### config.mk
export PLATFORM = sky130hd
export DESIGN_NAME = pll_cen_gen
export DESIGN_NICKNAME = d
export VERILOG_FILES = /design/src/rtl/pll_cen_gen.sv
export SDC_FILE = /design/constraint.sdc
export NUM_CORES = 1
export LEC_CHECK = 0
export ABC_AREA = 1
export BUFFER_PORTS_ARGS = -buffer_cell sky130_fd_sc_hd__buf_2
export CAP_MARGIN = 15
export CORE_ASPECT_RATIO = 0.8
export CORE_MARGIN = 2
export CORE_UTILIZATION = 55
export CTS_CLUSTER_DIAMETER = 200
export DETAILED_ROUTE_END_ITERATION = 16
export GPL_ROUTABILITY_DRIVEN = 0
export PLACE_DENSITY_LB_ADDON = 0.25
export SLEW_MARGIN = 20
export SYNTH_ARGS = -nofsm -noshare
export SYNTH_HDL_FRONTEND = slang
export SYNTH_SLANG_ARGS = --single-unit
### constraint.sdc
create_clock -name refclk -period 13 [get_ports refclk]
set_input_delay 0 -clock refclk [delete_from_list [all_inputs] [get_ports refclk]]
set_output_delay 0 -clock refclk [all_outputs]
set_load 0.01 [all_outputs]
### src/rtl/pll_cen_gen.sv
`default_nettype none
// ============================================================================
// Module      : pll_cen_gen
// Description : Phase-accumulator clock-enable generator with shadowed,
//               simultaneously applied per-channel increments and lock status.
// Revision    : 1.0 - initial release
// ============================================================================
module pll_cen_gen #(
  parameter int                          CHANNELS = 5,
  parameter int                          ACC_W    = 32,
  parameter int                          SETTLE   = 16,
  parameter logic [CHANNELS*ACC_W-1:0]   INIT_INC = '0
) (
  input  logic                refclk,
  input  logic                rst,
  input  logic                cfg_we,
  input  logic [3:0]          cfg_ch,
  input  logic [ACC_W-1:0]    cfg_inc,
  input  logic                cfg_apply,
  output logic [CHANNELS-1:0] cen,
  output logic [CHANNELS-1:0] clk_sq,
  output logic                locked
);

  localparam int                 c_CNT_W  = $clog2(SETTLE + 1);
  localparam logic [c_CNT_W-1:0] c_SETTLE = c_CNT_W'(SETTLE);
  localparam logic [c_CNT_W-1:0] c_ONE    = c_CNT_W'(1);

  logic [c_CNT_W-1:0] r_cnt;
  logic               r_locked;
  logic               w_ch_ok;

  assign w_ch_ok = ({1'b0, cfg_ch} < 5'(CHANNELS));
  assign locked  = r_locked;

  // Settle counter: reloaded by reset or apply, counts down only while unlocked.
  always_ff @(posedge refclk or posedge rst) begin
    if (rst) begin
      r_cnt    <= c_SETTLE;
      r_locked <= 1'b0;
    end else if (cfg_apply) begin
      r_cnt    <= c_SETTLE;
      r_locked <= 1'b0;
    end else if (!r_locked) begin
      if (r_cnt == c_ONE) begin
        r_locked <= 1'b1;
      end
      r_cnt <= r_cnt - c_ONE;
    end
  end

  for (genvar i = 0; i < CHANNELS; i++) begin : g_ch
    logic [ACC_W-1:0] r_shadow;
    logic [ACC_W-1:0] r_inc;
    logic [ACC_W-1:0] r_acc;
    logic             r_cen;
    logic             w_sel;
    logic [ACC_W:0]   w_sum;

    assign w_sel = cfg_we && w_ch_ok && (cfg_ch == 4'(i));
    assign w_sum = {1'b0, r_acc} + {1'b0, r_inc};

    // Accumulator stays cleared while unlocked so every channel restarts in phase.
    always_ff @(posedge refclk or posedge rst) begin
      if (rst) begin
        r_shadow <= INIT_INC[i*ACC_W +: ACC_W];
        r_inc    <= INIT_INC[i*ACC_W +: ACC_W];
        r_acc    <= '0;
        r_cen    <= 1'b0;
      end else begin
        if (w_sel) begin
          r_shadow <= cfg_inc;
        end
        if (cfg_apply) begin
          r_inc <= w_sel ? cfg_inc : r_shadow;
          r_acc <= '0;
          r_cen <= 1'b0;
        end else if (r_locked) begin
          r_acc <= w_sum[ACC_W-1:0];
          r_cen <= w_sum[ACC_W];
        end else begin
          r_acc <= '0;
          r_cen <= 1'b0;
        end
      end
    end

    assign cen[i]    = r_cen;
    assign clk_sq[i] = r_acc[ACC_W-1];
  end

endmodule
`default_nettype wire
==> results of run 1 <==
## timing repair
action / 4_1_cts / 5_1_grt
hold buffers: 34 / 0
gates resized for setup: 0 / 0
endpoints found under the hold margin: 273 / 0
buffers inserted: 0 / 0
## power groups by stage
stage                     Clock [µW]  Sequential (µW)  Combinational (µW)
final                           1560             1830                 691
after global routing            1640             1850                 792
after CTS                       1580             1830                 688
after detailed placement           0             1850                 676
after global placement             0             1850                 659
after floorplan                    0             1820                 516
## cell usage after synthesis
cell and n:
dfstp_2 1, o21bai_1 12, o21ai_1 44, a31oi_1 62, nor2_4 4, a21o_1 4, buf_1 9, clkinv_1 1
xnor2_1 10, a21oi_1 214, ha_1 162, and3_1 5, o21ai_2 49, nor2_1 363, o31ai_1 2, nand4_2 1
nor2_2 1, clkbuf_1 44, inv_2 2, buf_4 24, and2_2 5, nor3_1 47, and2_1 20, nand3_1 165
nand2_1 1631, buf_2 20, nor4_1 2, nand4_1 18, nand3_4 1, o21a_1 10, buf_6 4, o21ai_0 133
nand3_2 2, fa_1 5, dfrtp_1 490, inv_1 646
## flip-flops by register name, indices dropped and copies added (netlist names)
name / flops
g_ch.r_inc: 160
g_ch.r_cen: 5
locked: 1
g_ch.r_acc: 160
r_cnt: 5
g_ch.r_shadow: 160
## final cells by class
type                            count  share of cell area [%]
Clock buffer                       68                    4.56
Sequential cell                   491                    38.1
Antenna cell                        1                 0.00775
Multi-Input combinational cell   2972                    43.9
Clock inverter                     25                   0.923
Tap cell                          693                    2.69
Inverter                          649                    7.56
Timing Repair Buffer               97                    2.31
## routing by layer
layer  track usage (%)  vias up
li1                  -    13200
met1              42.1    12100
met2              44.0      845
met3              6.02      136
met4              8.98        0
met5             0.174        -
## metrics by stage
stage               setup WS (ps)  util, %  std cells  instance area [µm²]
finish                       9510     61.3       4996                32300
global route                 9310     61.3       4995                32300
CTS                          9440     61.3       4995                32300
detailed placement           9490     57.3       4868                30200
global placement             9100     57.2       4867                30100
floorplan                    6340        -       4213                29400
## how the worst max path moves through the flow
stage / start / endpoint / slack, ps
floorplan: rst / g_ch[0].r_acc[0]$_DFF_PP0_ / 6340
global placement: locked$_DFF_PP0_ / g_ch[0].r_acc[14]$_DFF_PP0_ / 9100
detailed placement: locked$_DFF_PP0_ / g_ch[1].r_acc[14]$_DFF_PP0_ / 9490
CTS: locked$_DFF_PP0_ / g_ch[1].r_acc[14]$_DFF_PP0_ / 9440
global route: locked$_DFF_PP0_ / g_ch[2].r_acc[13]$_DFF_PP0_ / 9310
finish: locked$_DFF_PP0_ / g_ch[1].r_acc[14]$_DFF_PP0_ / 9510
## cell families (layout without fill, tap and decap cells)
logic type               count (synthesis)  after routing  share of synthesized area, %
AND/OR/NAND/NOR                       2265           2265                          30.5
buffers and inverters                  750            839                          10.1
AO/OA/AOI/OAI                          530            530                          10.1
XOR/XNOR                                10             10                         0.298
adder cells (fa/ha/maj)                167            167                          7.23
other                                    0              1                             0
flip-flops                             491            491                          41.8
## worst register-to-register path: stages (launching register included)
cell	delay (ps)
dfrtp_1	510
inv_1	370
nor2_4	890
buf_4	580
buf_16	310
inv_2	370
a21oi_1	220
o21a_1	140
==> results.md, run 1 <==
* Status: complete, no violations
* Final Setup Violations at 0
* Pin count of the biggest net entering global routing at 187
* Flop2flop setup slack at 9510 ps
* Initial antenna violation count at 1
* DRC Markers at 0
* Yosys warning total at 0
* Yosys top cell by area: dfrtp_1
* Worst R2R End: g_ch[1].r_acc[14]$_DFF_PP0_
* CTS Buffer Depth at 3
* Initial Util at 55.9%
* Worst-Skew Late Latency at 620 ps
* Seq pwr share at 44.9%
* Layout net count at 4,469
* Synth top area cells: dfrtp_1 (42%), nand2_1 (21%), inv_1 (8.2%)
* Worst Max-Slew Pin Slew at 1070 ps
* Sw frac at 30.2%
* Top sig layer: met4
* Die area at 0.0554 mm²
* Crit path max-delay cell type: nor2_4
* Register area at 0.0123 mm²
* Overall Power at 4080 µW
* Share of layout cells above drive strength 1 at 5.09%
* Gr usage total at 29.1%
* CTS sink cnt at 491
* Worst path max stage delay at 890 ps
* Ports at 51
* Die W at 263 µm
* Crit end category: flop
* Synth unique cells at 36
* Critical Path, Cell by Cell: inv_1 > nor2_4 > buf_4 > buf_16 > inv_2 > a21oi_1 > o21a_1
* DR WL/cell at 15.8 µm
* Combinational power share at 16.9%
* Final Skew at 42.2 ps
* VDD IR max at 98.2 µV
* Post-DP HPWL at 56,900 µm
* CTS tree: yes
* CTS root buf: clkbuf_16
* Number of global-route vias before repair at 24,200
* Worst Path Arrival at 4020 ps
* Pins over their slew limit at 0
* Via count at 26,300
* Commonest cells after routing, fill and taps aside: nand2_1 (1,631), inv_1 (645), dfrtp_1 (490), nor2_1 (363), a21oi_1 (214)
* Clock slew at reported path FFs at 70 ps
* Gate Count Post-Synth at 4,213
* Relative slew slack at 28.9%
* DIE HEIGHT at 211 µm
* R2r worst-path depth at 7
* Pwr dens at 126 mW/mm²
* Syn_area_per_cell at 6.98 µm²
* Synth-to-layout area growth at 9.74%
* CP Buf/Inv Count at 4
* Fmax at 287 MHz
* Final WL at 79,100 µm
* Final period utilization at 26.8%
* PortBufs at 50
* DR WL met3 at 6860 µm
* Unrepaired setup endpoints after global routing: false
* Crit-path leading delay family: buffers and inverters
* Worst endpoint required time at 13,530 ps
* Metal-1 WL at 36,500 µm
* Critical Path Source Type: flop
* Most common cell after layout, fill and taps aside: nand2_1
* Crit-path max FO at 56
* Mapped Area at 0.0294 mm²
* Sequential fraction of the synthesis area at 41.8%
* Psw at 1230 µW
* Crit path time final at 3490 ps
* P_leak at 0.0185 µW
* Final antenna-violating net count at 0
* Rows at 75
* Worst R2R Start: locked$_DFF_PP0_
* Synthesized Nets at 4,420
* Met2 WL at 33,600 µm
* Seq cells post-synth at 491
* DR pass1 iterations at 9
* # fillers at 4,837
* H-tree Lvls at 2
* Hold WC Path Type: primary input to asynchronous set/reset pin
* First-pass GRT wire length at 128,000 µm
* Number of vias per cell at 5.26
* 1st-iter DRT viols at 2,476
* Area of the core at 0.0526 mm²
* Max_cap viols at 0
* Setup TNS at 0 ps
* Internal power at 2850 µW
* Cts bufs inserted at 51
* Clock power share at 38.2%
* Footprint of the multi-input gates at 0.0142 mm²
* Critical Setup Path Class: flop to flop
* Fin Hold WS at 131 ps
* Final Hold Vio Count at 0
* GR Overflow Total at 0
* Top cell type's share of synthesized area at 41.7%
* Worst path depth at 7
Note: power is estimated with default switching activity, not from simulation.
==> run 2: changes to the inputs <==
==> constraint.sdc (replaced) <==
create_clock -name refclk -period 3.2 [get_ports refclk]
set_input_delay 0 -clock refclk [delete_from_list [all_inputs] [get_ports refclk]]
set_output_delay 0 -clock refclk [all_outputs]
set_load 0.01 [all_outputs]
==> run 2 against run 1 <==
Total power grew to 4.0 times the previous value. Count of clock-buffer cells in the layout increased by 6. Die area unchanged. Largest cell class unchanged. Largest power group unchanged.
==> results.md, run 2 (synthesized netlist as in run 1, its figures left out) <==
* Seq pwr share at 45.4%
* Final Hold Vio Count at 0
* R2r worst-path depth at 5
* GR Overflow Total at 0
* Biggest regs: g_ch.r_acc: 160 flops, g_ch.r_inc: 160 flops, g_ch.r_shadow: 160 flops
* Worst-Skew Late Latency at 620 ps
* Pwr dens at 506 mW/mm²
* CP endpoint: g_ch[2].r_acc[5]$_DFF_PP0_
* Final period utilization at 78.7%
* Crit-path max FO at 55
* Initial antenna violation count at 4
* Number of vias per cell at 5.28
* DIE HEIGHT at 211 µm
* Final Skew at 27.0 ps
* CTS root buf: clkbuf_16
* CTS tree: yes
* Share of layout cells above drive strength 1 at 5.23%
* CP Launch Point: locked$_DFF_PP0_
* Area of the core at 0.0526 mm²
* DRC Markers at 0
* Number of global-route vias before repair at 24,500
* Gr usage total at 29.6%
* Pin count of the biggest net entering global routing at 160
* Via count at 26,500
* Internal power at 11,400 µW
* P_leak at 0.0185 µW
* Status: complete, no violations
* Relative slew slack at 40.5%
* N_diodes at 0
* Final antenna-violating net count at 0
* Crit end category: flop
* Fmax at 397 MHz
* Worst endpoint required time at 3710 ps
* Final Setup Violations at 0
* Crit path time final at 2520 ps
* Unrepaired setup endpoints after global routing: false
* Fin util at 61.4%
* Commonest cells after routing, fill and taps aside: nand2_1 (1,631), inv_1 (645), dfrtp_1 (490), nor2_1 (363), a21oi_1 (214)
* Setup TNS at 0 ps
* Synth-to-layout area growth at 9.95%
* CTS sink cnt at 491
* 1st-iter DRT viols at 2,910
* Flop2flop setup slack at 680 ps
* DR pass1 iterations at 8
* H-tree Lvls at 2
* PortBufs at 50
* Worst Path Arrival at 3030 ps
* Psw at 4990 µW
* Die W at 263 µm
* # fillers at 4,762
* Pins over their slew limit at 0
* First-pass GRT wire length at 130,000 µm
* Max_cap viols at 0
* Most common cell after layout, fill and taps aside: nand2_1
* Cts bufs inserted at 51
* Ports at 51
* Critical Setup Path Class: flop to flop
* DR WL/cell at 16.0 µm
* Layout net count at 4,484
* CTS Buffer Depth at 3
* Clock power share at 37.2%
* Clock slew at reported path FFs at 60 ps
* Worst Max-Slew Pin Slew at 892 ps
* Sw frac at 30.5%
* Worst R2R End: g_ch[2].r_acc[5]$_DFF_PP0_
* Post-DP HPWL at 57,700 µm
* Initial Util at 55.9%
* Critical Path Source Type: flop
* Combinational power share at 17.4%
* Final WL at 80,400 µm
* Die area at 0.0554 mm²
* Worst Hold Path Cells at 4
* Hold WC Path Type: primary input to flop
* VDD IR max at 418 µV
* Worst R2R Start: locked$_DFF_PP0_
* Rows at 75
[run 2: cell types whose count changed in the layout (fill, tap and decap cells not counted), sizes merged]
cell	before	now
buf	62	76
bufinv	5	3
clkbuf	69	75
clkinv	11	9
clkinvlp	4	7
diode	1	0
dlygate4sd3	34	35
inv	654	651
[run 2: layout make-up]
class	count	area, µm²	share of cell area [%]
inverters	649	2440	7.54
repair buffers	112	887	2.74
well taps	693	867	2.68
clock inverters	21	229	0.708
clock buffers	74	1460	4.53
multi-input cells	2972	14200	43.8
flip-flops and latches	491	12300	38.0
[run 2: worst min path at each step]
stage / startpoint / end / slack (ps)
after floorplan: cfg_inc[31] / g_ch[2].r_shadow[31]$_DFF_PP0_ / 140
after global placement: rst / g_ch[4].r_acc[7]$_DFF_PP0_ / -50
after detailed placement: rst / g_ch[4].r_acc[8]$_DFF_PP0_ / -40
after CTS: cfg_ch[0] / g_ch[2].r_shadow[22]$_DFF_PP0_ / 100
after global routing: cfg_ch[0] / g_ch[2].r_shadow[5]$_DFF_PP0_ / 150
final: cfg_ch[0] / g_ch[2].r_shadow[22]$_DFF_PP0_ / 140
[run 2: repair_timing]
| action | CTS | global route |
|---|---|---|
| setup buffers | 0 | 0 |
| resized for setup | 0 | 0 |
| hold buffers | 35 | 0 |
| hold endpoints to repair | 544 | 0 |
[run 2: critical path, cell delays in order, from the launching register on]
cell     delay [ps]
dfrtp_1         700
inv_1           480
nor2_4          240
buf_4           610
o21ai_0         210
a21oi_1         170
[run 2: stage by stage]
step	hold slack [ps]	std cells	worst slack (ps)	instance area (µm²)	total power, µW
final	142	5012	680	32300	16400
after global routing	151	5012	621	32300	17200
after CTS	97.6	5012	772	32300	16400
after detailed placement	-38.7	4882	804	30300	10300
after global placement	-46.3	4882	888	30300	10200
after floorplan	137	4213	-3460	29400	9470
[run 2: power groups by stage]
stage          sequential, µW  clock [µW]  combinational [µW]
4_1_cts                  7420        6190                2830
3_5_place_dp             7520           0                2780
5_1_grt                  7500        6430                3260
3_3_place_gp             7510           0                2720
6_report                 7430        6090                2850
2_1_floorplan            7370           0                2100
[run 2: routing by layer]
metal	GRT usage [%]	share of wire, %	vias up	wire length, µm
met5	0	0	-	0
met2	44.6	42	923	33800
met1	44.0	48	12100	38400
met4	8.40	2.5	0	1990
li1	-	-	13300	-
met3	4.87	7.8	136	6240
